`src/rtl/connect4_pkg.sv`:
```
// Shared Connect Four board geometry plus index helpers for the board engine and the win detector.
package connect4_pkg;
  localparam int COLS  = 7;
  localparam int ROWS  = 6;
  localparam int CELL  = 16;
  localparam int X0    = 24;
  localparam int Y0    = 16;
  localparam int NCELL = COLS * ROWS;

  typedef struct packed {
    logic       valid;
    logic [2:0] idx;
  } col_sel_t;

  function automatic logic [5:0] cell_idx(input int col, input int row);
    return 6'(col * ROWS + row);
  endfunction

  // valid only when exactly one bit is set; idx then names that column
  function automatic col_sel_t onehot_to_idx(input logic [COLS-1:0] v);
    col_sel_t s;
    int n;
    s = '0;
    n = 0;
    for (int i = 0; i < COLS; i++) begin
      if (v[i]) begin
        n++;
        s.idx = 3'(i);
      end
    end
    s.valid = (n == 1);
    return s;
  endfunction
endpackage

```
`src/rtl/four_in_row_detect.sv`:
```
// Flags any four contiguous occupied cells (horizontal, vertical, both diagonals) in one colour's map.
module four_in_row_detect
  import connect4_pkg::*;
(
  input  logic [NCELL-1:0] i_map,
  output logic             o_win
);

  function automatic logic at(input logic [NCELL-1:0] m, input int c, input int r);
    return m[cell_idx(c, r)];
  endfunction

  always_comb begin
    o_win = 1'b0;
    for (int c = 0; c < COLS; c++) begin
      for (int r = 0; r < ROWS; r++) begin
        if (c + 3 < COLS &&
            at(i_map, c, r) && at(i_map, c + 1, r) && at(i_map, c + 2, r) && at(i_map, c + 3, r))
          o_win = 1'b1;
        if (r + 3 < ROWS &&
            at(i_map, c, r) && at(i_map, c, r + 1) && at(i_map, c, r + 2) && at(i_map, c, r + 3))
          o_win = 1'b1;
        if (c + 3 < COLS && r + 3 < ROWS &&
            at(i_map, c, r) && at(i_map, c + 1, r + 1) &&
            at(i_map, c + 2, r + 2) && at(i_map, c + 3, r + 3))
          o_win = 1'b1;
        if (c + 3 < COLS && r >= 3 &&
            at(i_map, c, r) && at(i_map, c + 1, r - 1) &&
            at(i_map, c + 2, r - 2) && at(i_map, c + 3, r - 3))
          o_win = 1'b1;
      end
    end
  end

endmodule

```
`src/rtl/board_state_engine.sv`:
```
// Connect Four board: stacks strobed drops, latches draw origin, counts pieces, tracks sticky wins.
module board_state_engine
  import connect4_pkg::*;
(
  input  logic             clk,
  input  logic             resetn,
  input  logic             clear,
  input  logic [COLS-1:0]  load_r,
  input  logic [COLS-1:0]  load_b,
  input  logic [COLS-1:0]  load_c,
  input  logic             checkr,
  input  logic             checkb,
  output logic [7:0]       draw_x,
  output logic [6:0]       draw_y,
  output logic [NCELL-1:0] red_map,
  output logic [NCELL-1:0] blue_map,
  output logic [COLS-1:0]  col_full,
  output logic [5:0]       boardcounter,
  output logic             rwin,
  output logic             bwin,
  output logic             win,
  output logic             illegal
);

  logic [2:0]       r_height [COLS];
  logic [NCELL-1:0] r_red_map;
  logic [NCELL-1:0] r_blue_map;
  logic [5:0]       r_count;
  logic [7:0]       r_draw_x;
  logic [6:0]       r_draw_y;
  logic             r_rwin;
  logic             r_bwin;
  logic             r_illegal;

  col_sel_t   w_r_sel, w_b_sel, w_c_sel;
  logic       w_r_any, w_b_any, w_bad_strobe, w_col_full, w_accept, w_reject;
  logic [2:0] w_col, w_c_row;
  logic       w_red_win, w_blue_win;

  assign w_r_sel = onehot_to_idx(load_r);
  assign w_b_sel = onehot_to_idx(load_b);
  assign w_c_sel = onehot_to_idx(load_c);
  assign w_r_any = |load_r;
  assign w_b_any = |load_b;

  // Malformed strobes are rejected before the column height is even considered
  assign w_bad_strobe = (w_r_any && w_b_any) ||
                        (w_r_any && !w_r_sel.valid) ||
                        (w_b_any && !w_b_sel.valid);
  assign w_col      = w_r_any ? w_r_sel.idx : w_b_sel.idx;
  assign w_col_full = (r_height[w_col] == 3'(ROWS));
  assign w_accept   = (w_r_any || w_b_any) && !w_bad_strobe && !w_col_full;
  assign w_reject   = (w_r_any || w_b_any) && !w_accept;

  // Coordinates use the pre-drop height: row of the topmost piece, or 0 when empty
  assign w_c_row = (r_height[w_c_sel.idx] == 3'd0) ? 3'd0 : r_height[w_c_sel.idx] - 3'd1;

  four_in_row_detect u_red_detect  (.i_map(r_red_map),  .o_win(w_red_win));
  four_in_row_detect u_blue_detect (.i_map(r_blue_map), .o_win(w_blue_win));

  always_ff @(posedge clk) begin
    if (!resetn || clear) begin
      for (int c = 0; c < COLS; c++) r_height[c] <= 3'd0;
      r_red_map  <= '0;
      r_blue_map <= '0;
      r_count    <= 6'd0;
      r_draw_x   <= 8'd0;
      r_draw_y   <= 7'd0;
      r_rwin     <= 1'b0;
      r_bwin     <= 1'b0;
      r_illegal  <= 1'b0;
    end else begin
      r_illegal <= w_reject;
      if (w_accept) begin
        if (w_r_any) r_red_map[cell_idx(int'(w_col), int'(r_height[w_col]))]  <= 1'b1;
        else         r_blue_map[cell_idx(int'(w_col), int'(r_height[w_col]))] <= 1'b1;
        r_height[w_col] <= r_height[w_col] + 3'd1;
        if (r_count != 6'(NCELL)) r_count <= r_count + 6'd1;
      end
      if (w_c_sel.valid) begin
        r_draw_x <= 8'(X0 + int'(w_c_sel.idx) * CELL);
        r_draw_y <= 7'(Y0 + (ROWS - 1 - int'(w_c_row)) * CELL);
      end
      if (checkr) r_rwin <= r_rwin | w_red_win;
      if (checkb) r_bwin <= r_bwin | w_blue_win;
    end
  end

  always_comb begin
    col_full = '0;
    for (int c = 0; c < COLS; c++) col_full[c] = (r_height[c] == 3'(ROWS));
  end

  assign draw_x       = r_draw_x;
  assign draw_y       = r_draw_y;
  assign red_map      = r_red_map;
  assign blue_map     = r_blue_map;
  assign boardcounter = r_count;
  assign rwin         = r_rwin;
  assign bwin         = r_bwin;
  assign win          = r_rwin | r_bwin;
  assign illegal      = r_illegal;

endmodule
```
`config.mk`:
```
export PLATFORM = sky130hd
export DESIGN_NAME = board_state_engine
export DESIGN_NICKNAME = d
export VERILOG_FILES = /design/src/rtl/connect4_pkg.sv /design/src/rtl/four_in_row_detect.sv /design/src/rtl/board_state_engine.sv
export SDC_FILE = /design/constraint.sdc
export NUM_CORES = 1
export LEC_CHECK = 0
export CORE_UTILIZATION = 58
export DETAILED_ROUTE_END_ITERATION = 12
export DONT_BUFFER_PORTS = 1
export GPL_ROUTABILITY_DRIVEN = 0
export PLACE_DENSITY = 0.76
export SLEW_MARGIN = 5
export SYNTH_ARGS = -nofsm -noshare
export SYNTH_HDL_FRONTEND = slang
export SYNTH_SLANG_ARGS = --single-unit
```
`constraint.sdc`:
```
create_clock -name clk -period 6 [get_ports clk]
set_input_delay 1.5 -clock clk [delete_from_list [all_inputs] [get_ports clk]]
set_output_delay 1.5 -clock clk [all_outputs]
set_load 0.05 [all_outputs]
```
==> impl_results.md <==
- Max Freq: 179 MHz
- Tcrit/Tclk final: 0.930
- Global route overflow: 0
- Final setup viols: 0
- Row Count: 42
- Commonest non-fill, non-tap cell in the layout: nand2_1
- # fillers: ~1.1k
- Leakage: 3.21 nW
- Min-Delay Path Class: reg2reg
- Vias in the first global route: around 6.9k
- Most frequent cells in the layout: nand2_1, dfxtp_1, nand3_1, o21ai_0, nor2_1
- Clk_lat worst skew: about 0.42 ns
- DR vias: about 7.5k
- CTS Buffer Depth: 2
- Area grow syn2layout: 9.33%
- Top FF cell, synth: dfxtp_1
- Worst rel slew slack: 0.255
- Vias per inst: 6.69
- I/O Buffers: 0
- Clock Sinks: roughly 130
- Synth Area in XOR/XNOR: 0.0452
- Register area: 0.00271 mm2
- Yosys cell types: between 70 and 80
- Die width: roughly 120 um
- Power density cells: between 200 and 300 mW/mm2
- Sequential area share after synthesis: 0.345
- Crit Path Max Fanout: 18
- Max-cap violations: 0
- Post-Synthesis Cells: about 950
- Fraction of power consumed by sequential logic: 0.382
- Compound-Gate Fraction of Synth Area: 0.210
- Startpoint types: input port
- # diodes: 0
- Share of layout cells above drive strength 1: 0.0973
- Synth Area in Adders: 0.0576
- Largest net degree at the start of global routing: just under 100
- Sw Pwr: around 0.67 mW
- Actual slew at the worst max-slew pin: 1.11 ns
- Arrival @ worst endpoint: roughly 5.7 ns
- Clock period minus worst slack: about 5.6 ns
- Total Routing Usage GR: 0.314
- Iteration-0 DRC Markers: about 900
- Mapped Area: 0.00786 mm2
- Dpl cell area: between 0.008 and 0.009 mm2
- DRC violations left: 0
- Final nets: between 900 and 1k
- Comb pwr share: 0.178
- RSZ-0062 raised after global routing: no
- Antenna violations before repair: 0
- CTS buffer count: 17
- DRT Wirelength: approximately 22000 um
- Core box area: roughly 0.013 mm2
- Max VDD drop: ~0.00029 V
- Int Pwr: 1.66 mW
- Clk pin slew, worst setup/hold paths: ~0.06 ns
- Multiplexer share of the synthesized area: 0.0431
- Clock share of power: 0.440
- Skew final: between 0.01 and 0.015 ns
- Crit path capture type: flip-flop
- Post-CTS setup buffer count: 0
- 1st-pass router iterations: 9
- Final non-filler cell area: roughly 0.0086 mm2
- Synth Register Bits: 125
- R2R setup slack: approximately 2.6 ns
- Fin Setup TNS: 0 ns
- Synth Area in Simple Gates: 0.245
- Number of synthesized flops with an enable pin: 21
- # H-tree levels: 4
- Final Hold Viols: 0
- CTS tree: built
- Multi-input gate area: 0.00478 mm2
- Ports: roughly 140
- Post-DP HPWL: 15300 um
- Mean routed wirelength per cell: between 15 and 20 um
- Die H: 118 um
- CP Class: in2reg
- Asr flop ratio synth: 0
- Initial Utilization: 0.594
- Die area: between 0.01 and 0.015 mm2
- Switching portion of total power: 0.287
- Mapped Avg Cell Area: roughly 8.3 um2
- CTS root buf: clkbuf_16
- Synth warnings: 0
- Fin. max-slew vios: 0
- First-pass GRT wire length: between 30000 and 40000 um
- WP data required: around 6.1 ns
- ANT nets after route: 0
- Largest family of logic cells by synthesized area: simple AND/OR/NAND/NOR gates
- Outcome: finished, final reports clean
- Post-CTS Hold Fix Bufs: 0
-- registers in the layout (all words and copies together), names as in the netlist --
| register | count |
|---|---|
| boardcounter | 6 |
| illegal | 1 |
| rwin | 1 |
| r_height | 24 |
| draw_x | 5 |
| draw_y | 3 |
| blue_map | 42 |
| bwin | 1 |
| red_map | 42 |
-- critical path, stage by stage --
cell and delay [ns]:
ha_1 0.18, nor2b_1 0.13, or2_2 0.29, ha_1 0.30, mux2_2 0.27, ha_1 0.26, o22ai_1 0.13, or2_2 0.15
inv_1 0.06, ha_1 0.29, nor2_1 0.05, a21oi_1 0.12, ha_1 0.20, nand2_1 0.10, xor2_1 0.18, a211oi_1 0.18
a211oi_1 0.08, a22oi_1 0.26, o21bai_2 0.09, or2_2 0.46, o31ai_2 0.38
-- cell type report --
class,instances,share of cell area
clock buffers,20,0.0533
clock inverters,12,0.0154
inverters,32,0.0140
multi-input cells,734,0.556
flip-flops and latches,125,0.316
well taps,176,0.0256
repair buffers,23,0.0201
-- synthesized netlist by cell type, drive strengths merged, types with 17 or more instances --
cell    number  area [um2]
mux2i       26         260
a22o        23         201
inv         32         120
buf         26         163
a21oi       17        85.1
nor3        32         175
xnor2       17         149
nand3       95         475
clkbuf      37         139
edfxtp      21         631
nor2        51         196
o21ai       72         360
dfxtp      104        2080
ha          33         413
nand2      130         488
-- through the flow --
stage	setup WS [ns]	utilization	hold WS (ns)	power, mW	instances
CTS	0.353	0.649	0.502	2.33	1122
detailed placement	-0.0661	0.604	0.495	1.31	1090
global placement	0.0938	0.604	0.478	1.30	1090
finish	0.422	0.649	0.498	2.33	1122
floorplan	0.0185	-	0.451	1.24	954
global route	0.0475	0.649	0.523	2.42	1122
-- kinds of logic after synthesis --
| group | count (synthesis) |
|---|---|
| AO/OA/AOI/OAI | 228 |
| XOR/XNOR | 31 |
| adder cells (fa/ha/maj) | 35 |
| buffers and inverters | 95 |
| flip-flops | 125 |
| multiplexers | 33 |
| other | 1 |
| AND/OR/NAND/NOR | 397 |
-- final timing paths --
path | startpoint | endpoint | cells past startpoint
hold reg to reg | r_height[6][0]$_SDFFE_PP0P_ | r_height[6][0]$_SDFFE_PP0P_ | 2
hold / removal | r_height[6][0]$_SDFFE_PP0P_ | r_height[6][0]$_SDFFE_PP0P_ | 2
setup / recovery | load_r[0] | r_height[0][0]$_SDFFCE_PN0P_ | 21
setup reg to reg | r_height[4][1]$_SDFFCE_PN0P_ | red_map[25]$_SDFFE_PP0P_ | 11
-- layer usage --
layer / track usage / vias to the layer above / share of wire
met5: 0 / - / 0
met4: 0.110 / 0 / 0.025
met3: 0.0903 / 68 / 0.11
met2: 0.484 / 477 / 0.45
met1: 0.420 / 3490 / 0.42
li1: - / 3469 / -
-- timing repair --
action | 4_1_cts | 5_1_grt
resized for setup | 0 | 1
hold endpoints to repair | 0 | 0
endpoints found under the setup margin | 0 | 31
-- power by group through the flow --
stage	Combinational, mW	Clock (mW)	Sequential, mW
final	0.413	1.03	0.889
after global routing	0.462	1.07	0.890
after CTS	0.411	1.03	0.889
after detailed placement	0.407	0	0.907
after global placement	0.398	0	0.907
after floorplan	0.334	0	0.904
Note: power is estimated with default switching activity, not from simulation.
